<file path="config.mk">
export PLATFORM = sky130hd
export DESIGN_NAME = sram_mailbox_writer
export DESIGN_NICKNAME = d
export VERILOG_FILES = /design/src/rtl/mailbox_pkg.sv /design/src/rtl/sram_mailbox_writer.sv
export SDC_FILE = /design/constraint.sdc
export NUM_CORES = 1
export LEC_CHECK = 0
export BUFFER_PORTS_ARGS = -buffer_cell sky130_fd_sc_hd__buf_2
export CAP_MARGIN = 10
export CORE_MARGIN = 10
export CORE_UTILIZATION = 35
export DETAILED_ROUTE_END_ITERATION = 12
export PLACE_DENSITY = 0.72
export REMOVE_ABC_BUFFERS = 1
export SLEW_MARGIN = 0
export SYNTH_ARGS = -nofsm -noshare
export SYNTH_HDL_FRONTEND = slang
export SYNTH_SLANG_ARGS = --single-unit
</file>
<file path="constraint.sdc">
create_clock -name clock -period 2.1 [get_ports clock]
set_clock_uncertainty 0.1 [all_clocks]
set_input_delay 0.42 -clock clock [delete_from_list [all_inputs] [get_ports clock]]
set_output_delay 0.42 -clock clock [all_outputs]
set_load 0.02 [all_outputs]
</file>
<file path="src/rtl/mailbox_pkg.sv">
// -----------------------------------------------------------------------------
// mailbox_pkg
// Shared definitions for the on-chip SRAM mailbox. The writer (producer) and
// the DPS reader (consumer) both use these constants, so the word layout and
// address map are defined in one place only.
//   Address map : 0 = ready flag, 1 = point count, 2.. = packed points
//   Point word  : [29:20] x, [17:8] y, [7:0] val, remaining bits zero
//   Count word  : [8:0] count, remaining bits zero
// -----------------------------------------------------------------------------
package mailbox_pkg;

    localparam logic [7:0] ADDR_FLAG  = 8'd0;
    localparam logic [7:0] ADDR_COUNT = 8'd1;
    localparam logic [7:0] ADDR_DATA0 = 8'd2;

    localparam int X_MSB   = 29;
    localparam int X_LSB   = 20;
    localparam int Y_MSB   = 17;
    localparam int Y_LSB   = 8;
    localparam int VAL_MSB = 7;
    localparam int VAL_LSB = 0;

    localparam int COUNT_W = 9;

    // Writer FSM encoding (kept as plain constants for compatibility with the
    // older reader-side code that compares against raw state values).
    typedef logic [2:0] state_t;
    localparam state_t ST_POLL_SET  = 3'd0;
    localparam state_t ST_POLL_WAIT = 3'd1;
    localparam state_t ST_POLL_CHK  = 3'd2;
    localparam state_t ST_GAP       = 3'd3;
    localparam state_t ST_ACCEPT    = 3'd4;
    localparam state_t ST_WR_CNT    = 3'd5;
    localparam state_t ST_WR_FLAG   = 3'd6;

    // Pack one point into a mailbox data word; unused bits stay zero.
    function automatic logic [31:0] pack_point(input logic [9:0] x,
                                               input logic [9:0] y,
                                               input logic [7:0] val);
        logic [31:0] word_s;
        word_s                  = 32'd0;
        word_s[X_MSB:X_LSB]     = x;
        word_s[Y_MSB:Y_LSB]     = y;
        word_s[VAL_MSB:VAL_LSB] = val;
        return word_s;
    endfunction

    // Build the count word written to ADDR_COUNT.
    function automatic logic [31:0] count_word(input logic [COUNT_W-1:0] count);
        return {{(32 - COUNT_W){1'b0}}, count};
    endfunction

endpackage

</file>
<file path="src/rtl/sram_mailbox_writer.sv">
// -----------------------------------------------------------------------------
// sram_mailbox_writer
// Producer side of the dual-port SRAM mailbox. Polls the ready flag at
// address 0; once the consumer has cleared it, accepts up to MAX_PTS points,
// writes them as packed words at addresses 2.., then writes the count to
// address 1 and finally the flag to address 0. The flag is always the last
// word of a batch, so the consumer can never see a set flag with a stale count.
//
// Ports
//   clock, reset      : system clock, synchronous active-high reset
//   in_valid/in_ready : point stream handshake (in_x, in_y, in_val, in_last)
//   sram_address      : mailbox address (8 bits)
//   sram_write        : one-cycle write strobe per word
//   sram_writedata    : write data
//   sram_readdata     : read data, valid two cycles after the address
//   busy              : high whenever the FSM is not accepting points
//   batch_sent        : pulse coincident with the flag write
//   overflow          : pulse when a batch is cut at MAX_PTS without in_last
//
// All outputs are registered, so each state's bus action appears on the SRAM
// port one cycle after the FSM decides it.
// -----------------------------------------------------------------------------
module sram_mailbox_writer
    import mailbox_pkg::*;
#(
    parameter int MAX_PTS    = 254,
    parameter int POLL_GAP   = 16,
    parameter int FLAG_VALUE = 1
) (
    input  logic        clock,
    input  logic        reset,
    input  logic        in_valid,
    output logic        in_ready,
    input  logic [9:0]  in_x,
    input  logic [9:0]  in_y,
    input  logic [7:0]  in_val,
    input  logic        in_last,
    output logic [7:0]  sram_address,
    output logic        sram_write,
    output logic [31:0] sram_writedata,
    input  logic [31:0] sram_readdata,
    output logic        busy,
    output logic        batch_sent,
    output logic        overflow
);

    localparam int                 GAP_W     = 16;
    localparam logic [COUNT_W-1:0] MAX_CNT   = COUNT_W'(MAX_PTS);
    localparam logic [GAP_W-1:0]   GAP_LOAD  = (POLL_GAP > 0) ? GAP_W'(POLL_GAP - 1) : {GAP_W{1'b0}};
    localparam logic [31:0]        FLAG_WORD = 32'(FLAG_VALUE);

    state_t               state_r;
    logic [COUNT_W-1:0]   count_r;
    logic [GAP_W-1:0]     gap_cnt_r;
    logic                 in_ready_r;
    logic [7:0]           sram_address_r;
    logic                 sram_write_r;
    logic [31:0]          sram_writedata_r;
    logic                 busy_r;
    logic                 batch_sent_r;
    logic                 overflow_r;

    state_t               state_s;
    logic [COUNT_W-1:0]   count_s;
    logic [COUNT_W-1:0]   count_inc_s;
    logic [GAP_W-1:0]     gap_cnt_s;
    logic                 in_ready_s;
    logic [7:0]           sram_address_s;
    logic                 sram_write_s;
    logic [31:0]          sram_writedata_s;
    logic                 batch_sent_s;
    logic                 overflow_s;
    logic                 handshake_s;
    logic                 batch_full_s;

    assign handshake_s  = in_valid && in_ready_r;
    assign count_inc_s  = count_r + {{(COUNT_W - 1){1'b0}}, 1'b1};
    assign batch_full_s = (count_inc_s == MAX_CNT);

    // Next-state and next-output decode for the mailbox writer FSM.
    always_comb begin
        state_s          = state_r;
        count_s          = count_r;
        gap_cnt_s        = gap_cnt_r;
        in_ready_s       = 1'b0;
        // Non-writing cycles park the address on the flag, so the flag is
        // already on the bus when a poll starts.
        sram_address_s   = ADDR_FLAG;
        sram_write_s     = 1'b0;
        sram_writedata_s = sram_writedata_r;
        batch_sent_s     = 1'b0;
        overflow_s       = 1'b0;

        case (state_r)
            ST_POLL_SET: begin
                state_s = ST_POLL_WAIT;
            end
            ST_POLL_WAIT: begin
                state_s = ST_POLL_CHK;
            end
            ST_POLL_CHK: begin
                if (sram_readdata == 32'd0) begin
                    state_s    = ST_ACCEPT;
                    count_s    = {COUNT_W{1'b0}};
                    // Registered ready: high from the first ACCEPT cycle.
                    in_ready_s = 1'b1;
                end else if (POLL_GAP == 0) begin
                    state_s = ST_POLL_SET;
                end else begin
                    gap_cnt_s = GAP_LOAD;
                    state_s   = ST_GAP;
                end
            end
            ST_GAP: begin
                if (gap_cnt_r == {GAP_W{1'b0}}) begin
                    state_s = ST_POLL_SET;
                end else begin
                    gap_cnt_s = gap_cnt_r - {{(GAP_W - 1){1'b0}}, 1'b1};
                end
            end
            ST_ACCEPT: begin
                if (handshake_s) begin
                    sram_address_s   = ADDR_DATA0 + count_r[7:0];
                    sram_writedata_s = pack_point(in_x, in_y, in_val);
                    sram_write_s     = 1'b1;
                    count_s          = count_inc_s;
                    if (in_last || batch_full_s) begin
                        // Drop ready on the closing handshake so no point is
                        // taken that would not fit in this batch.
                        in_ready_s = 1'b0;
                        overflow_s = !in_last;
                        state_s    = ST_WR_CNT;
                    end else begin
                        in_ready_s = 1'b1;
                    end
                end else begin
                    in_ready_s = 1'b1;
                end
            end
            ST_WR_CNT: begin
                sram_address_s   = ADDR_COUNT;
                sram_writedata_s = count_word(count_r);
                sram_write_s     = 1'b1;
                state_s          = ST_WR_FLAG;
            end
            ST_WR_FLAG: begin
                sram_address_s   = ADDR_FLAG;
                sram_writedata_s = FLAG_WORD;
                sram_write_s     = 1'b1;
                batch_sent_s     = 1'b1;
                state_s          = ST_POLL_SET;
            end
            default: begin
                state_s = ST_POLL_SET;
            end
        endcase
    end

    // FSM state, counters and registered outputs.
    always_ff @(posedge clock) begin
        if (reset) begin
            state_r          <= ST_POLL_SET;
            count_r          <= {COUNT_W{1'b0}};
            gap_cnt_r        <= {GAP_W{1'b0}};
            in_ready_r       <= 1'b0;
            sram_address_r   <= 8'd0;
            sram_write_r     <= 1'b0;
            sram_writedata_r <= 32'd0;
            busy_r           <= 1'b1;
            batch_sent_r     <= 1'b0;
            overflow_r       <= 1'b0;
        end else begin
            state_r          <= state_s;
            count_r          <= count_s;
            gap_cnt_r        <= gap_cnt_s;
            in_ready_r       <= in_ready_s;
            sram_address_r   <= sram_address_s;
            sram_write_r     <= sram_write_s;
            sram_writedata_r <= sram_writedata_s;
            busy_r           <= (state_s != ST_ACCEPT);
            batch_sent_r     <= batch_sent_s;
            overflow_r       <= overflow_s;
        end
    end

    assign in_ready       = in_ready_r;
    assign sram_address   = sram_address_r;
    assign sram_write     = sram_write_r;
    assign sram_writedata = sram_writedata_r;
    assign busy           = busy_r;
    assign batch_sent     = batch_sent_r;
    assign overflow       = overflow_r;

endmodule
</file>
=== Yosys cells after proc, flatten, opt, wreduce, memory -nomap -nowiden ===
Index checks and enable logic that the tools add are counted.

* Bits in latches: 0
* Output and inout bits: 45
* Register bits: 73
* Bits in read-only memories: 0
* Memories: 0
* Logic and storage cells: 64
* Input port bits: 64
* Bits in writable memories: 0

* Shift-type cells: 0
* Bitwise logic cells: 3
* Add/subtract/negate cells: 3
* Multipliers: 0
* Divide/modulo/power cells: 0
* Reduce and logical (&&, ||, !) cells: 14
* Mux-type cells: 22
* Equality and inequality tests: 12
* $lt $le $gt $ge: 0

{| class="wikitable"
|+ Operator list
! kind !! number
|-
| $pmux W32 S3 || 1
|-
| $logic_not A32 Y1 || 1
|-
| $mux W16 || 2
|-
| $mux W32 || 1
|-
| $pmux W16 S2 || 1
|-
| $mux W9 || 2
|-
| $pmux W3 S6 || 1
|-
| $pmux W9 S2 || 1
|-
| $logic_not A16 Y1 || 1
|-
| $pmux W8 S2 || 1
|-
| $sub A16 B1 Y16 const B || 1
|-
| $mux W3 || 4
|-
| $add A9 B1 Y9 const B || 1
|-
| $eq A3 B3 Y1 const B || 3
|-
| $eq A9 B8 Y1 const B || 1
|-
| $add A2 B8 Y8 const A || 1
|-
| $mux W8 || 1
|-
| $ne A2 B2 Y1 const B || 4
|-
| $eq A3 B2 Y1 const B || 2
|-
| $reduce_and A3 Y1 || 2
|-
| $mux W1 || 5
|-
| $pmux W1 S2 || 2
|-
| $reduce_bool A2 Y1 || 2
|-
| $reduce_or A4 Y1 || 1
|-
| 10 further kinds || 12
|}

=== Longest topological paths before layout ===
* Depth after elaboration: 7
* Depth in mapped cells: 9
* Gate-level depth less buffers: 7

=== Worst setup path after synthesis ===
Ideal clock, no wire load.

* Path kind: flip-flop to flip-flop
* Start point: register gap_cnt_r[4]
* End point: register gap_cnt_r[15]
* Cell stages (with the launch flop): 6
* Slack: -165 ps
* Data required time: 1928 ps
* Arrival time: 2093 ps
* Period minus slack after synthesis: 2265 ps
* Setup time: 72 ps
* Buffers on the path: 0
* Path through: dfxtp_1 -> or4_4 -> or3_4 -> or3_4 -> a2111oi_4 -> mux2i_1

* Cells in the longest elaborated chain, start to end: 3
* Elaborated cells on any way between the ends: 6
* Those cells by class: add/sub: 1; eq/ne: 1; mux: 2; reduce/logical: 2

{| class="wikitable"
|+ Ends and longest elaborated chain
! element !! line !! source
|-
| start, declared || sram_mailbox_writer.sv:54 || <nowiki>logic [GAP_W-1:0] gap_cnt_r;</nowiki>
|-
| start signal, assigned || sram_mailbox_writer.sv:164 || <nowiki>gap_cnt_r <= {GAP_W{1'b0}};</nowiki>
|-
| start signal, assigned || sram_mailbox_writer.sv:175 || <nowiki>gap_cnt_r <= gap_cnt_s;</nowiki>
|-
| $sub A16 B1 Y16 / $logic_not A16 Y1 (equally long branches) || sram_mailbox_writer.sv:118, sram_mailbox_writer.sv:115 ||
|-
| $mux W16 / $ne A2 B2 Y1 (equally long branches) || n/a ||
|-
| $pmux W16 S2 / $reduce_and A3 Y1 (equally long branches) || n/a ||
|}

Several ways; a longest one is shown, not always the timed one. The select of a mux whose other input is x is not followed.
A chain may end at the register's enable or synchronous reset.

=== Worst setup path in the final report ===
Same ends and word-level chain as after synthesis.

==> flow_metrics.tcl <==
set metrics [dict create \
    ctsHtreeMaxLevel 3 \
    clock_path_buffers 2 \
    syn2layout_area_growth_pct 41.53 \
    ios 109 \
    crit_path_max_incr_delay_ns 0.53 \
    wl_per_cell_um 16.37 \
    layout_worst_path_cycle_share 1.092 \
    drc 0 \
    synthMuxAreaShare 0.04283 \
    avgSynthCellArea_um2 9.322 \
    hold_viol 0 \
    cp.arrival_ns 2.47 \
    cp_top_family "simple AND/OR/NAND/NOR gates" \
    grt_max_degree 58 \
    cap_viol_max_count 0 \
    die_w_um 116.7 \
    setup_viol 6 \
    instances_no_fill 606 \
    hold_path_depth 2 \
    ys_warn_count 0 \
    synth-compound-area-share 0.2279 \
    crit_chain "or4_4, or3_4, or3_4, a2111oi_4, mux2i_1" \
    ys_seq_area_frac 0.4222 \
    syn-cell-area_um2 3272 \
    synth_cell_types 56 \
    min_path_type "in2reg" \
    final_layout_size_suffix_gt1_frac 0.4404 \
    vias_per_cell 5.417 \
    post-route-min-period_ns 2.294 \
    synthArstFlopShare 0 \
    rows 35 \
    path_clk_slew_ns 0.07 \
    synth_top_family_by_area "compound AO/OA/AOI/OAI gates" \
    grt_pass1_wl_um 15650 \
    layout_common_cells "buf_2, dfxtp_1, buf_4, nor2_1, a22o_1" \
    synth_edf_count 0 \
    worst_path_most_repeated_cell "or3_4" \
    n_antenna_cell 0 \
    violations "negative setup slack" \
    core_um2 9153 \
    ys_seq_elements 69 \
    worstSetupPathType "reg2reg" \
    rsz0062_at_grt "yes" \
    synth-xor-area-share 0.01606 \
    postRouteAntennaNets 0 \
    crit_path_start_kind "flop" \
    power_leakage_nw 1.939 \
    synth-main-ff-cell "dfxtp_1" \
    yosys.area_share.simple 0.2226 \
    max-vdd-ir-drop_v 0.0007822 \
    drt_wl_total_um 9922 \
    critPathBufInv 0 \
    overflow 0 \
    ctsRootBufferMaster "clkbuf_8" \
    crit_required_ns 2.28 \
    die_h_um 116.7 \
    placed_cells 584 \
    outcome "finished with violations" \
    netlist_instances 351 \
    fin_ws_ns -0.1942 \
    gp_congestion 0.8201 \
    track_usage 0.1428 \
    antenna_found_initial 1 \
    crit_fanout 3 \
    synthAdderAreaFrac 0.01530 \
    max_freq_ghz 0.4359 \
    n_fill_cell 820 \
    final_common_cell "buf_2" \
    crit_path_end_kind "flop" \
    die-area_um2 13620 \
    dp.final_hpwl_um 7042 \
    cts_sinks 69 \
    power_density_nw_per_um2 1277 \
    grt_pass1_vias 3289 \
    clk_latency_ns 0.35 \
    nNetsFinal 558 \
    cts_buffers 9 \
    drtIter0Drc 171 \
    drtPass1Iterations 4 \
    finalMaxSlewViolations 0 \
    cts_tree "yes" \
    num_vias 3283 \
    cp_slowest_cell "or4_4" \
    finalPower_mw 5.914 \
    ff2ff_path_depth 5 \
    crit_cells 5 \
    start_util 0.3575 \
    portBuffers 104 \
]
==> power by group <==
group	total, mW	internal (mW)	switching [mW]	leakage [nW]
combinational	3.07	1.68	1.39	1.27
clock	1.20	0.698	0.506	0.112
sequential	1.64	1.50	0.147	0.560
==> per-stage QoR <==
stage	setup slack (ns)	cell area (um^2)	hold WS, ns	TNS (ns)	utilization
after floorplan	-0.2805	3139	0.3327	-8.284	-
after global placement	-0.1872	4182	0.3520	-1.746	0.4569
after detailed placement	-0.2864	4182	0.3539	-2.557	0.4569
after CTS	-0.1888	4579	0.1382	-0.7087	0.5003
after global routing	-0.2616	4631	0.1351	-1.142	0.5059
final	-0.1942	4631	0.1503	-0.5694	0.5059
==> sequential cells by signal, summed over array words and instances (netlist names), 3 cells and up <==
name,count
sram_writedata,28
state_r,3
count_r,9
sram_address,8
gap_cnt_r,16
==> Yosys cell counts (8+ instances only) <==
cell | instances | area share
nor4_1 | 9 | 0.017
nand3b_1 | 13 | 0.030
a22o_1 | 25 | 0.067
dfxtp_1 | 69 | 0.42
a22oi_1 | 8 | 0.018
or3b_2 | 13 | 0.035
nor2_1 | 25 | 0.029
nand2_1 | 17 | 0.020
a21oi_1 | 13 | 0.020
mux2i_1 | 14 | 0.043
a211oi_1 | 10 | 0.023
clkbuf_1 | 24 | 0.028
==> routing by layer <==
| metal | GRT usage | routed length (um) | vias to the layer above |
|---|---|---|---|
| met1 | 0.1722 | 4398 | 1513 |
| met5 | 0 | 13 | - |
| met3 | 0.06317 | 939 | 14 |
| met4 | 0.05272 | 121 | 2 |
| li1 | - | - | 1593 |
| met2 | 0.2193 | 4448 | 161 |
==> path summary, 6_finish.rpt <==
path | from | end | slack [ns]
max reg2reg | gap_cnt_r[4] | gap_cnt_r[15] | -0.19
max | gap_cnt_r[4] | gap_cnt_r[15] | -0.19
min | in_last | overflow | 0.15
min reg2reg | sram_writedata[13] | sram_writedata[13] | 0.37
==> area by class of cell <==
cell class                      count  area, um^2  area share
Clock buffer                       10       137.6     0.02972
Sequential cell                    69        1388      0.2996
Clock inverter                      6       86.33     0.01864
Tap cell                          111       138.9     0.02999
Multi-Input combinational cell    247        1878      0.4056
Inverter                            7       26.28    0.005674
Timing Repair Buffer              156       975.9      0.2108
==> timing repair <==
| item | CTS | global route |
|---|---|---|
| hold buffers | 0 | 0 |
| resized for setup | 26 | 14 |
| setup endpoints to repair | 13 | 21 |
| pin swaps | 9 | 5 |
| gates cloned | 2 | 0 |
| setup buffers | 4 | 1 |
==> logic make-up (layout without fill, tap and decap cells) <==
| family | after synthesis | after routing |
|---|---|---|
| other | 1 | 4 |
| DFF | 69 | 69 |
| adders and majority gates | 4 | 4 |
| xor gates and xnor gates | 6 | 6 |
| muxes | 14 | 14 |
| AOI/OAI and AO/OA | 96 | 96 |
| and+or+nand+nor | 123 | 123 |
| buffers and inverters | 38 | 179 |
==> worst reg2reg max path: stages, from the launching register on <==
cell and delay (ns):
dfxtp_2 0.33, or4_4 0.53, or3_4 0.36, or3_4 0.39, a2111oi_4 0.31, mux2i_1 0.21
No activity file was read; power rests on OpenSTA's default activity.
